[src/rtl/rr_arb16_sched.sv]
// rr_arb16_sched: round-robin scheduler for one resource shared by 16 requesters.
// Holds each grant until release or hold limit, then rotates priority.
module rr_arb16_sched #(
  parameter int MAX_HOLD = 8,
  parameter int CNT_W    = 8
) (
  input  logic        clk,
  input  logic        rst_n,
  input  logic        en,
  input  logic [15:0] req,
  output logic        gnt_valid,
  output logic [3:0]  gnt_idx,
  output logic [15:0] gnt_onehot,
  output logic        timeout
);

  typedef enum logic {
    IDLE,
    GRANT
  } state_t;

  localparam logic [CNT_W-1:0] HOLD_MAX =
    CNT_W'(MAX_HOLD);
  localparam logic [CNT_W-1:0] HOLD_ONE =
    CNT_W'(1);

  state_t           state;
  state_t           state_n;
  logic [3:0]       ptr;
  logic [3:0]       ptr_n;
  logic [CNT_W-1:0] hold_cnt;
  logic [CNT_W-1:0] hold_n;
  logic             valid_n;
  logic [3:0]       idx_n;
  logic [15:0]      oh_n;
  logic             to_n;

  logic             drop;
  logic             hit_max;
  logic             rel;
  logic [3:0]       rel_ptr;

  logic [3:0]       arb_ptr;
  logic [15:0]      arb_req;
  logic [15:0]      arb_rot;
  logic [4:0]       arb_lsh;
  logic [3:0]       arb_off;
  logic             arb_any;
  logic [3:0]       arb_win;

  // release conditions for the current holder
  always_comb begin
    drop    = ~req[gnt_idx];
    hit_max = (hold_cnt == HOLD_MAX);
    rel     = drop | hit_max;
    rel_ptr = gnt_idx + 4'd1;
  end

  // rotate requests so the search start lands on bit 0,
  // masking the releasing holder out of the same-cycle pick
  always_comb begin
    if (state == GRANT) begin
      arb_ptr = rel_ptr;
      arb_req = req & ~gnt_onehot;
    end else begin
      arb_ptr = ptr;
      arb_req = req;
    end
    arb_lsh = 5'd16 - {1'b0, arb_ptr};
    arb_rot = (arb_req >> arb_ptr)
            | (arb_req << arb_lsh);
    arb_any = |arb_rot;
    arb_off = 4'd0;
    for (int i = 15; i >= 0; i--) begin
      if (arb_rot[i]) begin
        arb_off = 4'(i);
      end
    end
    arb_win = arb_ptr + arb_off;
  end

  // next state and next registered outputs
  always_comb begin
    state_n = state;
    ptr_n   = ptr;
    hold_n  = hold_cnt;
    valid_n = gnt_valid;
    idx_n   = gnt_idx;
    oh_n    = gnt_onehot;
    to_n    = 1'b0;
    unique case (state)
      IDLE: begin
        if (en && arb_any) begin
          state_n = GRANT;
          valid_n = 1'b1;
          idx_n   = arb_win;
          oh_n    = 16'd1 << arb_win;
          hold_n  = HOLD_ONE;
        end else begin
          valid_n = 1'b0;
          oh_n    = 16'd0;
        end
      end
      GRANT: begin
        unique case (1'b1)
          rel: begin
            ptr_n = rel_ptr;
            to_n  = hit_max & ~drop;
            if (en && arb_any) begin
              valid_n = 1'b1;
              idx_n   = arb_win;
              oh_n    = 16'd1 << arb_win;
              hold_n  = HOLD_ONE;
            end else begin
              state_n = IDLE;
              valid_n = 1'b0;
              oh_n    = 16'd0;
              hold_n  = '0;
            end
          end
          default: begin
            if (hold_cnt != HOLD_MAX) begin
              hold_n = hold_cnt + HOLD_ONE;
            end
          end
        endcase
      end
      default: begin
        state_n = IDLE;
        valid_n = 1'b0;
        oh_n    = 16'd0;
      end
    endcase
  end

  // state and output registers
  always_ff @(posedge clk or negedge rst_n) begin
    if (!rst_n) begin
      state      <= IDLE;
      ptr        <= 4'd0;
      hold_cnt   <= '0;
      gnt_valid  <= 1'b0;
      gnt_idx    <= 4'd0;
      gnt_onehot <= 16'd0;
      timeout    <= 1'b0;
    end else begin
      state      <= state_n;
      ptr        <= ptr_n;
      hold_cnt   <= hold_n;
      gnt_valid  <= valid_n;
      gnt_idx    <= idx_n;
      gnt_onehot <= oh_n;
      timeout    <= to_n;
    end
  end

endmodule
[config.mk]
export PLATFORM = sky130hd
export DESIGN_NAME = rr_arb16_sched
export DESIGN_NICKNAME = d
export VERILOG_FILES = /design/src/rtl/rr_arb16_sched.sv
export SDC_FILE = /design/constraint.sdc
export NUM_CORES = 1
export LEC_CHECK = 0
export ABC_AREA = 1
export BUFFER_PORTS_ARGS = -buffer_cell sky130_fd_sc_hd__clkbuf_2
export CAP_MARGIN = 20
export CORE_ASPECT_RATIO = 1.5
export CORE_UTILIZATION = 64
export CTS_CLUSTER_DIAMETER = 200
export CTS_CLUSTER_SIZE = 20
export DETAILED_ROUTE_END_ITERATION = 10
export PLACE_DENSITY_LB_ADDON = 0.2
export SYNTH_ARGS = -nofsm -noshare
export SYNTH_HDL_FRONTEND = slang
export SYNTH_SLANG_ARGS = --single-unit
[constraint.sdc]
create_clock -name clk -period 7.9 [get_ports clk]
set_input_delay 0.395 -clock clk [delete_from_list [all_inputs] [get_ports clk]]
set_output_delay 0.395 -clock clk [all_outputs]
set_load 0.005 [all_outputs]
==> impl_metrics.json, run 1 <==
{
  "antenna_found_initial": 0,
  "cts_tree": "built",
  "port_buffers": 40,
  "cp-start-kind": "flip-flop",
  "ys_warn_count": 0,
  "grt.total_usage_pct": 38.7,
  "drt_iter0_markers": 300,
  "final_cell_mix": "nand2_1, nor2_1, nand3_1",
  "end_kind": "flip-flop",
  "dpl.hpwl_um": 8450,
  "drive_gt1_share_pct": 13.2,
  "core-area_um2": 5200,
  "crit_chain": "o21ai_2 -> nand2_2 -> nand2_2 -> nand2_1 -> nand2_1 -> nand2_1 -> o21ai_1 -> nor2_1 -> nor2_1 -> nand2_1 -> nor2_1 -> nor2_1 -> o21ai_0 -> nand2_1 -> a21boi_0 -> ha_1 -> a21o_1 -> a21oi_1 -> xnor2_1 -> xor2_2 -> nor2_1 -> nand2_1 -> nand2_1",
  "fmax_ghz": 0.188,
  "critPathMostFrequentCell": "nand2_1",
  "die_h_um": 92.6,
  "numCtsBuffers": 5,
  "drv_cap": 0,
  "syn_nets": 626,
  "clock_sinks": 35,
  "diodes": 0,
  "die-area_um2": 5780,
  "status": "finished, final reports clean",
  "fillCellCount": 474,
  "wl_per_cell_um": 15.4,
  "syn_to_final_growth_pct": 7.00,
  "cp_slowest_cell": "o21ai_2",
  "cts_setup_buffers": 0,
  "maxSlewViolCount": 0,
  "tns_ns": 0,
  "route.detailed.drc": 0,
  "routed-via-count": 4084,
  "reg2reg_depth": 23,
  "cts-root-buf": "clkbuf_8",
  "hold_buffers": 0,
  "final_common_cell": "nand2_1",
  "setup_viol": 0,
  "grt_max_degree": 36,
  "avgSynthCellArea_um2": 5.84,
  "cts.htree.levels": 2,
  "hold_slack_ns": 0.198,
  "worstSetupPathType": "flip-flop to flip-flop",
  "drtPass1Iterations": 5,
  "finalCriticalPeriod_ns": 5.32,
  "synthCells": 600,
  "clkTransAtPathRegs_ns": 0.07,
  "gp_congestion": 0.987,
  "insertion_delay_ns": 0.29,
  "start_util_pct": 67.3,
  "ant_nets": 0,
  "rows": 32,
  "grt_pass1_vias": 3846,
  "fp.dieW_um": 62.4,
  "syn_area_um2": 3500,
  "rsz0062_at_grt": "no",
  "arrival_ns": 5.50,
  "grt-ovfl-total": 0,
  "postPlaceCellArea_um2": 3660,
  "final_nets": 654,
  "drt_wl_total_um": 10700,
  "hold_viol_final": 0,
  "ioPinCount": 41,
  "worstMarginPinSlew_ns": 0.961,
  "synth_edf_count": 0,
  "crit_path_max_fanout": 28,
  "cts.path.max_buffers": 2,
  "required_ns": 8.07,
  "grt_pass1_wl_um": 17600,
  "fin_crit_sh_pct": 67.4,
  "worst_path_largest_cell_delay_ns": 0.84,
  "synthArstFlopShare_pct": 100,
  "design_area_um2": 3750,
  "cts.repair.resized": 0,
  "holdCritPathClass": "input pin to async pin",
  "timing.slew.headroom_pct": 35.9,
  "ys_seq_area_share_pct": 25.0,
  "synth-main-ff-cell": "dfrtp_1",
  "fin_skew_ns": 0.00453,
  "detail_route.vias_per_cell": 5.87,
  "synthDistinctLibCells": 41,
  "synth_seq_cells": 35
}
logic make-up (layout without fill, tap and decap cells):
| group | Yosys count | count (layout) | share of synthesized area, % |
|---|---|---|---|
| XOR/XNOR | 3 | 3 | 0.964 |
| AND/OR/NAND/NOR | 388 | 388 | 45.9 |
| buffers and inverters | 68 | 96 | 9.14 |
| adder cells (fa/ha/maj) | 7 | 7 | 2.71 |
| AO/OA/AOI/OAI | 99 | 99 | 16.2 |
| flip-flops | 35 | 35 | 25.0 |
worst max-delay path, delay by kind of cell, from the launching register on:
| family | cells | cell delay (ns) |
|---|---|---|
| xor gates and xnor gates | 2 | 0.71 |
| and+or+nand+nor | 14 | 1.59 |
| AOI/OAI and AO/OA | 6 | 1.84 |
| adders and majority gates | 1 | 0.32 |
| DFF | 1 | 0.74 |
metrics by stage:
| step | utilization, % | cells | worst slack [ns] |
|---|---|---|---|
| floorplan | - | 600 | 4.10 |
| global placement | 70.4 | 689 | 2.87 |
| detailed placement | 70.4 | 689 | 2.66 |
| CTS | 72.0 | 696 | 2.67 |
| global route | 72.0 | 696 | 1.99 |
| finish | 72.0 | 696 | 2.58 |
flip-flops by register name, summed over array words and instances, names as in the netlist:
name	count
hold_cnt	8
state	1
gnt_onehot	16
ptr	4
timeout	1
gnt_valid	1
gnt_idx	4
synth_stat cells, types with 3 or more instances:
master	count	share of area, %
nand2_1	259	28
nor2_1	56	6.0
nand3_1	42	6.0
inv_1	40	4.3
dfrtp_1	35	25
o21ai_0	28	4.0
o21ai_1	27	3.9
a21oi_1	18	2.6
nand2_2	13	2.3
buf_2	9	1.3
o211ai_1	8	1.7
inv_2	7	0.75
ha_1	6	2.1
buf_4	5	1.1
buf_6	4	1.3
nand4_1	4	0.71
o22ai_1	4	0.71
nor2_2	3	0.54
nor3_2	3	0.86
o21ai_2	3	0.75
final cells by class:
type                            instances  area [µm²]  area share, %
Multi-Input combinational cell        497        2310           61.6
Sequential cell                        35         876           23.4
Timing Repair Buffer                   41         208           5.54
Inverter                               48         185           4.94
Tap cell                               68        85.1           2.27
Clock buffer                            6        82.6           2.20
Clock inverter                          1        5.00          0.133
final timing paths:
path                       slack [ns]      start       endpoint
min in group clk                 0.37         en          state
max reg2reg                      2.58      state  gnt_onehot[1]
min reg2reg                      0.51  gnt_valid      gnt_valid
min                              0.20      rst_n  gnt_onehot[7]
max                              2.58      state  gnt_onehot[1]
max in group asynchronous        7.16      rst_n    hold_cnt[6]
routing by layer:
layer,vias up,part of all wire [%],wire (µm),GRT usage [%]
met5,-,0,0,0
met4,0,6.3,672,25.6
met3,45,4.3,460,2.71
met2,159,52,5630,71.7
met1,1888,37,3970,41.6
li1,1992,-,-,-
Power of run 1 is not shown: default switching activity piles up to over one toggle a cycle in this logic, so the estimate is an artifact.
==> inputs of run 2 (changes only) <==
--- a/config.mk
+++ b/config.mk
@@ -9,7 +9,7 @@
 export BUFFER_PORTS_ARGS = -buffer_cell sky130_fd_sc_hd__clkbuf_2
 export CAP_MARGIN = 20
 export CORE_ASPECT_RATIO = 1.5
-export CORE_UTILIZATION = 64
+export CORE_UTILIZATION = 60
 export CTS_CLUSTER_DIAMETER = 200
 export CTS_CLUSTER_SIZE = 20
 export DETAILED_ROUTE_END_ITERATION = 10
==> constraint.sdc (replaced) <==
create_clock -name clk -period 5.4 [get_ports clk]
set_input_delay 0.27 -clock clk [delete_from_list [all_inputs] [get_ports clk]]
set_output_delay 0.27 -clock clk [all_outputs]
set_load 0.005 [all_outputs]
==> impl_metrics.json, run 2 (synthesis gave the netlist of run 1 again) <==
{
  "finalCriticalPeriod_ns": 4.89,
  "tns_ns": 0,
  "grt_pass1_vias": 3612,
  "grt_pass1_wl_um": 16700,
  "clock_sinks": 35,
  "detail_route.vias_per_cell": 5.69,
  "fin_skew_ns": 0.00604,
  "max_flop_register": "gnt_onehot",
  "drv_cap": 0,
  "grt-ovfl-total": 0,
  "drt_wl_total_um": 10600,
  "wl_per_cell_um": 15.1,
  "r2r_end": "gnt_onehot[1]",
  "routed-via-count": 4006,
  "route.detailed.drc": 0,
  "rows": 33,
  "syn_to_final_growth_pct": 8.35,
  "clkTransAtPathRegs_ns": 0.07,
  "reg2reg_depth": 26,
  "cts-root-buf": "clkbuf_8",
  "end_kind": "flip-flop",
  "cts_tree": "built",
  "drtPass1Iterations": 5,
  "dpl.hpwl_um": 8440,
  "critPathCapture": "gnt_onehot[1]",
  "worstMarginPinSlew_ns": 0.852,
  "drive_gt1_share_pct": 14.0,
  "diodes": 0,
  "insertion_delay_ns": 0.29,
  "numCtsBuffers": 5,
  "die_h_um": 95.6,
  "die-area_um2": 6160,
  "timing.slew.headroom_pct": 43.2,
  "hold_viol_final": 0,
  "cts.path.max_buffers": 2,
  "ioPinCount": 41,
  "gp_congestion": 0.914,
  "fin_crit_sh_pct": 90.6,
  "final_nets": 659,
  "core-area_um2": 5530,
  "final_cell_mix": "nand2_1, nor2_1, nand3_1",
  "start_util_pct": 63.3,
  "drt_iter0_markers": 213,
  "rsz0062_at_grt": "no",
  "required_ns": 5.59,
  "fmax_ghz": 0.204,
  "cp-startpoint": "gnt_idx[0]",
  "top_regs": "gnt_onehot: 16 flops, hold_cnt: 8 flops",
  "largest_reg_flops": 16,
  "reg2reg_slack_ns": 0.51,
  "worstSetupPathType": "flip-flop to flip-flop",
  "cts.htree.levels": 2,
  "final_common_cell": "nand2_1",
  "setup_viol": 0,
  "holdCritPathClass": "input pin to async pin",
  "arrival_ns": 5.08,
  "maxSlewViolCount": 0,
  "cp-start-kind": "flip-flop",
  "cts_setup_buffers": 0,
  "crit_path_max_fanout": 16,
  "fp.dieW_um": 64.4,
  "status": "finished, final reports clean",
  "grt_max_degree": 36,
  "grt.total_usage_pct": 35.5,
  "antenna_found_initial": 0,
  "ant_nets": 0,
  "r2r_start": "gnt_idx[0]",
  "port_buffers": 40
}
## run 2: stage by stage
step / hold WS (ns) / setup WS [ns] / cells / instance area (µm²) / utilization (%)
finish: 0.0726 / 0.507 / 704 / 3800 / 68.6
floorplan: -0.0256 / 1.60 / 600 / 3500 / -
global route: 0.154 / 0.0435 / 704 / 3800 / 68.6
detailed placement: 0.414 / 0.524 / 696 / 3700 / 66.9
CTS: 0.102 / 0.486 / 704 / 3790 / 68.4
global placement: 0.401 / 0.576 / 696 / 3700 / 66.9
## run 2: what timing repair did
item,4_1_cts,5_1_grt
hold endpoints to repair,0,0
hold buffers,0,0
gates resized for setup,0,1
setup endpoints to repair,0,8
## run 2: layout make-up
type	count	area (µm²)
clock inverters	3	15.0
repair buffers	46	245
well taps	70	87.6
inverters	48	185
clock buffers	5	68.8
multi-input cells	497	2320
fillers	538	1740
flip-flops and latches	35	876
## run 2: worst max-delay path, cell delays in order, from the launching register on
cell and delay, ns:
dfrtp_1 0.62, ha_1 0.34, inv_1 0.07, nand2_1 0.05, nand2_2 0.29, nand2_2 0.17, nand2_2 0.27, nand2_1 0.11
nand2_1 0.10, nand2_1 0.05, o21ai_1 0.17, nor2_1 0.07, nor2_1 0.14, nand2_1 0.08, nor2_1 0.11, nor2_1 0.04
o21ai_0 0.15, nand2_1 0.06, a21boi_0 0.35, ha_1 0.31, a21o_1 0.16, a21oi_1 0.20, xnor2_1 0.27, xor2_4 0.38
nor2_1 0.10, nand2_1 0.08, nand2_1 0.05
## run 2: how the worst min path moves through the flow
stage / endpoint / start / cells after the start
6_report: gnt_onehot[9] / rst_n / 1
5_1_grt: gnt_onehot[1] / rst_n / 1
4_1_cts: gnt_onehot[1] / rst_n / 1
3_5_place_dp: gnt_onehot[7] / rst_n / 1
3_3_place_gp: gnt_onehot[7] / rst_n / 1
2_1_floorplan: gnt_idx[0] / rst_n / 0
## run 2: metal layers
layer | routed length, µm | up-vias | track usage, % | share of wire (%)
met2 | 5490 | 144 | 64.4 | 52
met3 | 435 | 40 | 3.83 | 4.1
met1 | 4090 | 1816 | 38.9 | 39
met5 | 0 | - | 0 | 0
met4 | 594 | 0 | 22.4 | 5.6
li1 | - | 2006 | - | -
Power of run 2 is left out for the same reason.
==> inputs of run 3 (changes only) <==
--- a/config.mk
+++ b/config.mk
@@ -6,13 +6,13 @@
 export NUM_CORES = 1
 export LEC_CHECK = 0
 export ABC_AREA = 1
-export BUFFER_PORTS_ARGS = -buffer_cell sky130_fd_sc_hd__clkbuf_2
 export CAP_MARGIN = 20
 export CORE_ASPECT_RATIO = 1.5
-export CORE_UTILIZATION = 60
+export CORE_UTILIZATION = 65
 export CTS_CLUSTER_DIAMETER = 200
 export CTS_CLUSTER_SIZE = 20
 export DETAILED_ROUTE_END_ITERATION = 10
+export DONT_BUFFER_PORTS = 1
 export PLACE_DENSITY_LB_ADDON = 0.2
 export SYNTH_ARGS = -nofsm -noshare
 export SYNTH_HDL_FRONTEND = slang
==> impl_metrics.json, run 3 (synthesis gave the netlist of run 1 again) <==
{
  "setup_viol": 0,
  "reg2reg_slack_ns": 0.54,
  "clock_sinks": 35,
  "grt-ovfl-total": 0,
  "end_kind": "flip-flop",
  "numCtsBuffers": 5,
  "die-area_um2": 5700,
  "final_nets": 622,
  "arrival_ns": 5.04,
  "fin_crit_sh_pct": 90.0,
  "drt_wl_total_um": 10700,
  "fmax_ghz": 0.206,
  "timing.slew.headroom_pct": 54.6,
  "holdPathEnd": "state",
  "insertion_delay_ns": 0.29,
  "critPathMostFrequentCell": "nand2_1",
  "fin_skew_ns": 0.00873,
  "detail_route.vias_per_cell": 5.88,
  "r2r_end": "gnt_onehot[2]",
  "grt_pass1_wl_um": 17100,
  "fp.dieW_um": 62.0,
  "diodes": 0,
  "tns_ns": 0,
  "layout.area.seq_um2": 876,
  "cp_slowest_cell": "dfrtp_1",
  "required_ns": 5.58,
  "cts.path.max_buffers": 2,
  "rows": 32,
  "routed-via-count": 3912,
  "cts_tree": "built",
  "min_path_cells": 2,
  "multi_input_area_um2": 2320,
  "finalCriticalPeriod_ns": 4.86,
  "r2r_start": "gnt_idx[1]",
  "final_common_cell": "nand2_1",
  "top_regs": "gnt_onehot: 16 flops, hold_cnt: 8 flops",
  "drt_iter0_markers": 302,
  "hold_viol_final": 0,
  "cp-start-kind": "flip-flop",
  "grt.total_usage_pct": 41.0,
  "final_cell_mix": "nand2_1, nor2_1, nand3_1",
  "maxSlewViolCount": 0,
  "clkTransAtPathRegs_ns": 0.07,
  "worstMarginPinSlew_ns": 0.681,
  "wl_per_cell_um": 16.2,
  "port_buffers": 0,
  "route.detailed.drc": 0,
  "syn_to_final_growth_pct": 3.64,
  "drive_gt1_share_pct": 8.38,
  "cts_setup_buffers": 0,
  "dpl.hpwl_um": 8090,
  "max_flop_register": "gnt_onehot",
  "holdCritPathClass": "input pin to flip-flop",
  "core-area_um2": 5160,
  "rsz0062_at_grt": "no",
  "start_util_pct": 67.9,
  "grt_max_degree": 36,
  "crit_path_max_fanout": 16,
  "design_area_um2": 3630,
  "worst_path_largest_cell_delay_ns": 0.55,
  "cts-root-buf": "clkbuf_8",
  "ioPinCount": 41,
  "status": "finished, final reports clean",
  "drv_cap": 0,
  "gp_congestion": 0.961,
  "die_h_um": 91.9,
  "grt_pass1_vias": 3684,
  "cts.htree.levels": 2,
  "largest_reg_flops": 16,
  "reg2reg_depth": 32,
  "fillCellCount": 470,
  "worstSetupPathType": "flip-flop to flip-flop",
  "drtPass1Iterations": 5,
  "ant_nets": 0,
  "antenna_found_initial": 0,
  "worstHoldStart": "en",
  "postPlaceCellArea_um2": 3510
}
-- run 3: cell types whose count changed in the layout (fill, tap and decap cells not counted) --
cell / delta
buf_4: +1
nand2_1: -1
clkinv_2: -2
nand2_2: +1
clkbuf_1: +2
dlygate4sd3_1: +1
buf_12: +1
clkbuf_2: -40
-- run 3: worst max-delay path, delay by kind of cell (launching register included) --
kind	cells	cell delay (ns)
fa+ha+maj	2	0.58
flops	1	0.55
buf+inv	2	0.16
simple gates	22	2.16
compound gates	4	0.49
xor+xnor	2	0.80
-- run 3: final cells by class --
| type | count | share of cell area [%] |
|---|---|---|
| clock buffers | 7 | 2.10 |
| flip-flops and latches | 35 | 24.1 |
| repair buffers | 9 | 2.27 |
| multi-input cells | 497 | 63.9 |
| clock inverters | 1 | 0.138 |
| well taps | 68 | 2.34 |
| inverters | 48 | 5.10 |
-- run 3: how the worst max path moves through the flow --
stage                     startpoint             to  slack [ns]  cells past startpoint
after floorplan           gnt_idx[0]  gnt_onehot[3]        1.60                     27
after global placement    gnt_idx[1]  gnt_onehot[1]        0.65                     26
after detailed placement  gnt_idx[1]  gnt_onehot[6]        0.54                     25
after CTS                 gnt_idx[1]  gnt_onehot[6]        0.52                     25
after global routing      gnt_idx[1]  gnt_onehot[1]       0.004                     26
final                     gnt_idx[1]  gnt_onehot[2]        0.54                     32
-- run 3: timing repair --
| action | CTS | global route |
|---|---|---|
| hold endpoints to repair | 35 | 0 |
| endpoints found under the setup margin | 0 | 17 |
| resized for setup | 0 | 2 |
| hold buffers | 2 | 0 |
-- run 3: through the flow --
| step | instances | utilization (%) | hold WS [ns] | setup slack (ns) |
|---|---|---|---|---|
| after floorplan | 600 | - | -0.0256 | 1.60 |
| after global placement | 655 | 67.9 | -0.0247 | 0.649 |
| after detailed placement | 655 | 67.9 | -0.0247 | 0.541 |
| after CTS | 665 | 70.1 | 0.131 | 0.516 |
| after global routing | 665 | 70.3 | 0.136 | 0.00416 |
| final | 665 | 70.3 | 0.133 | 0.539 |
-- run 3: per-layer routing --
metal  GRT usage, %  vias up  wire, µm
li1               -     1927         -
met1           45.1     1742      3890
met2           64.3      187      5330
met3           13.0       56       786
met4           28.0        0       738
met5              0        -         0
Power of run 3 is left out for the same reason.
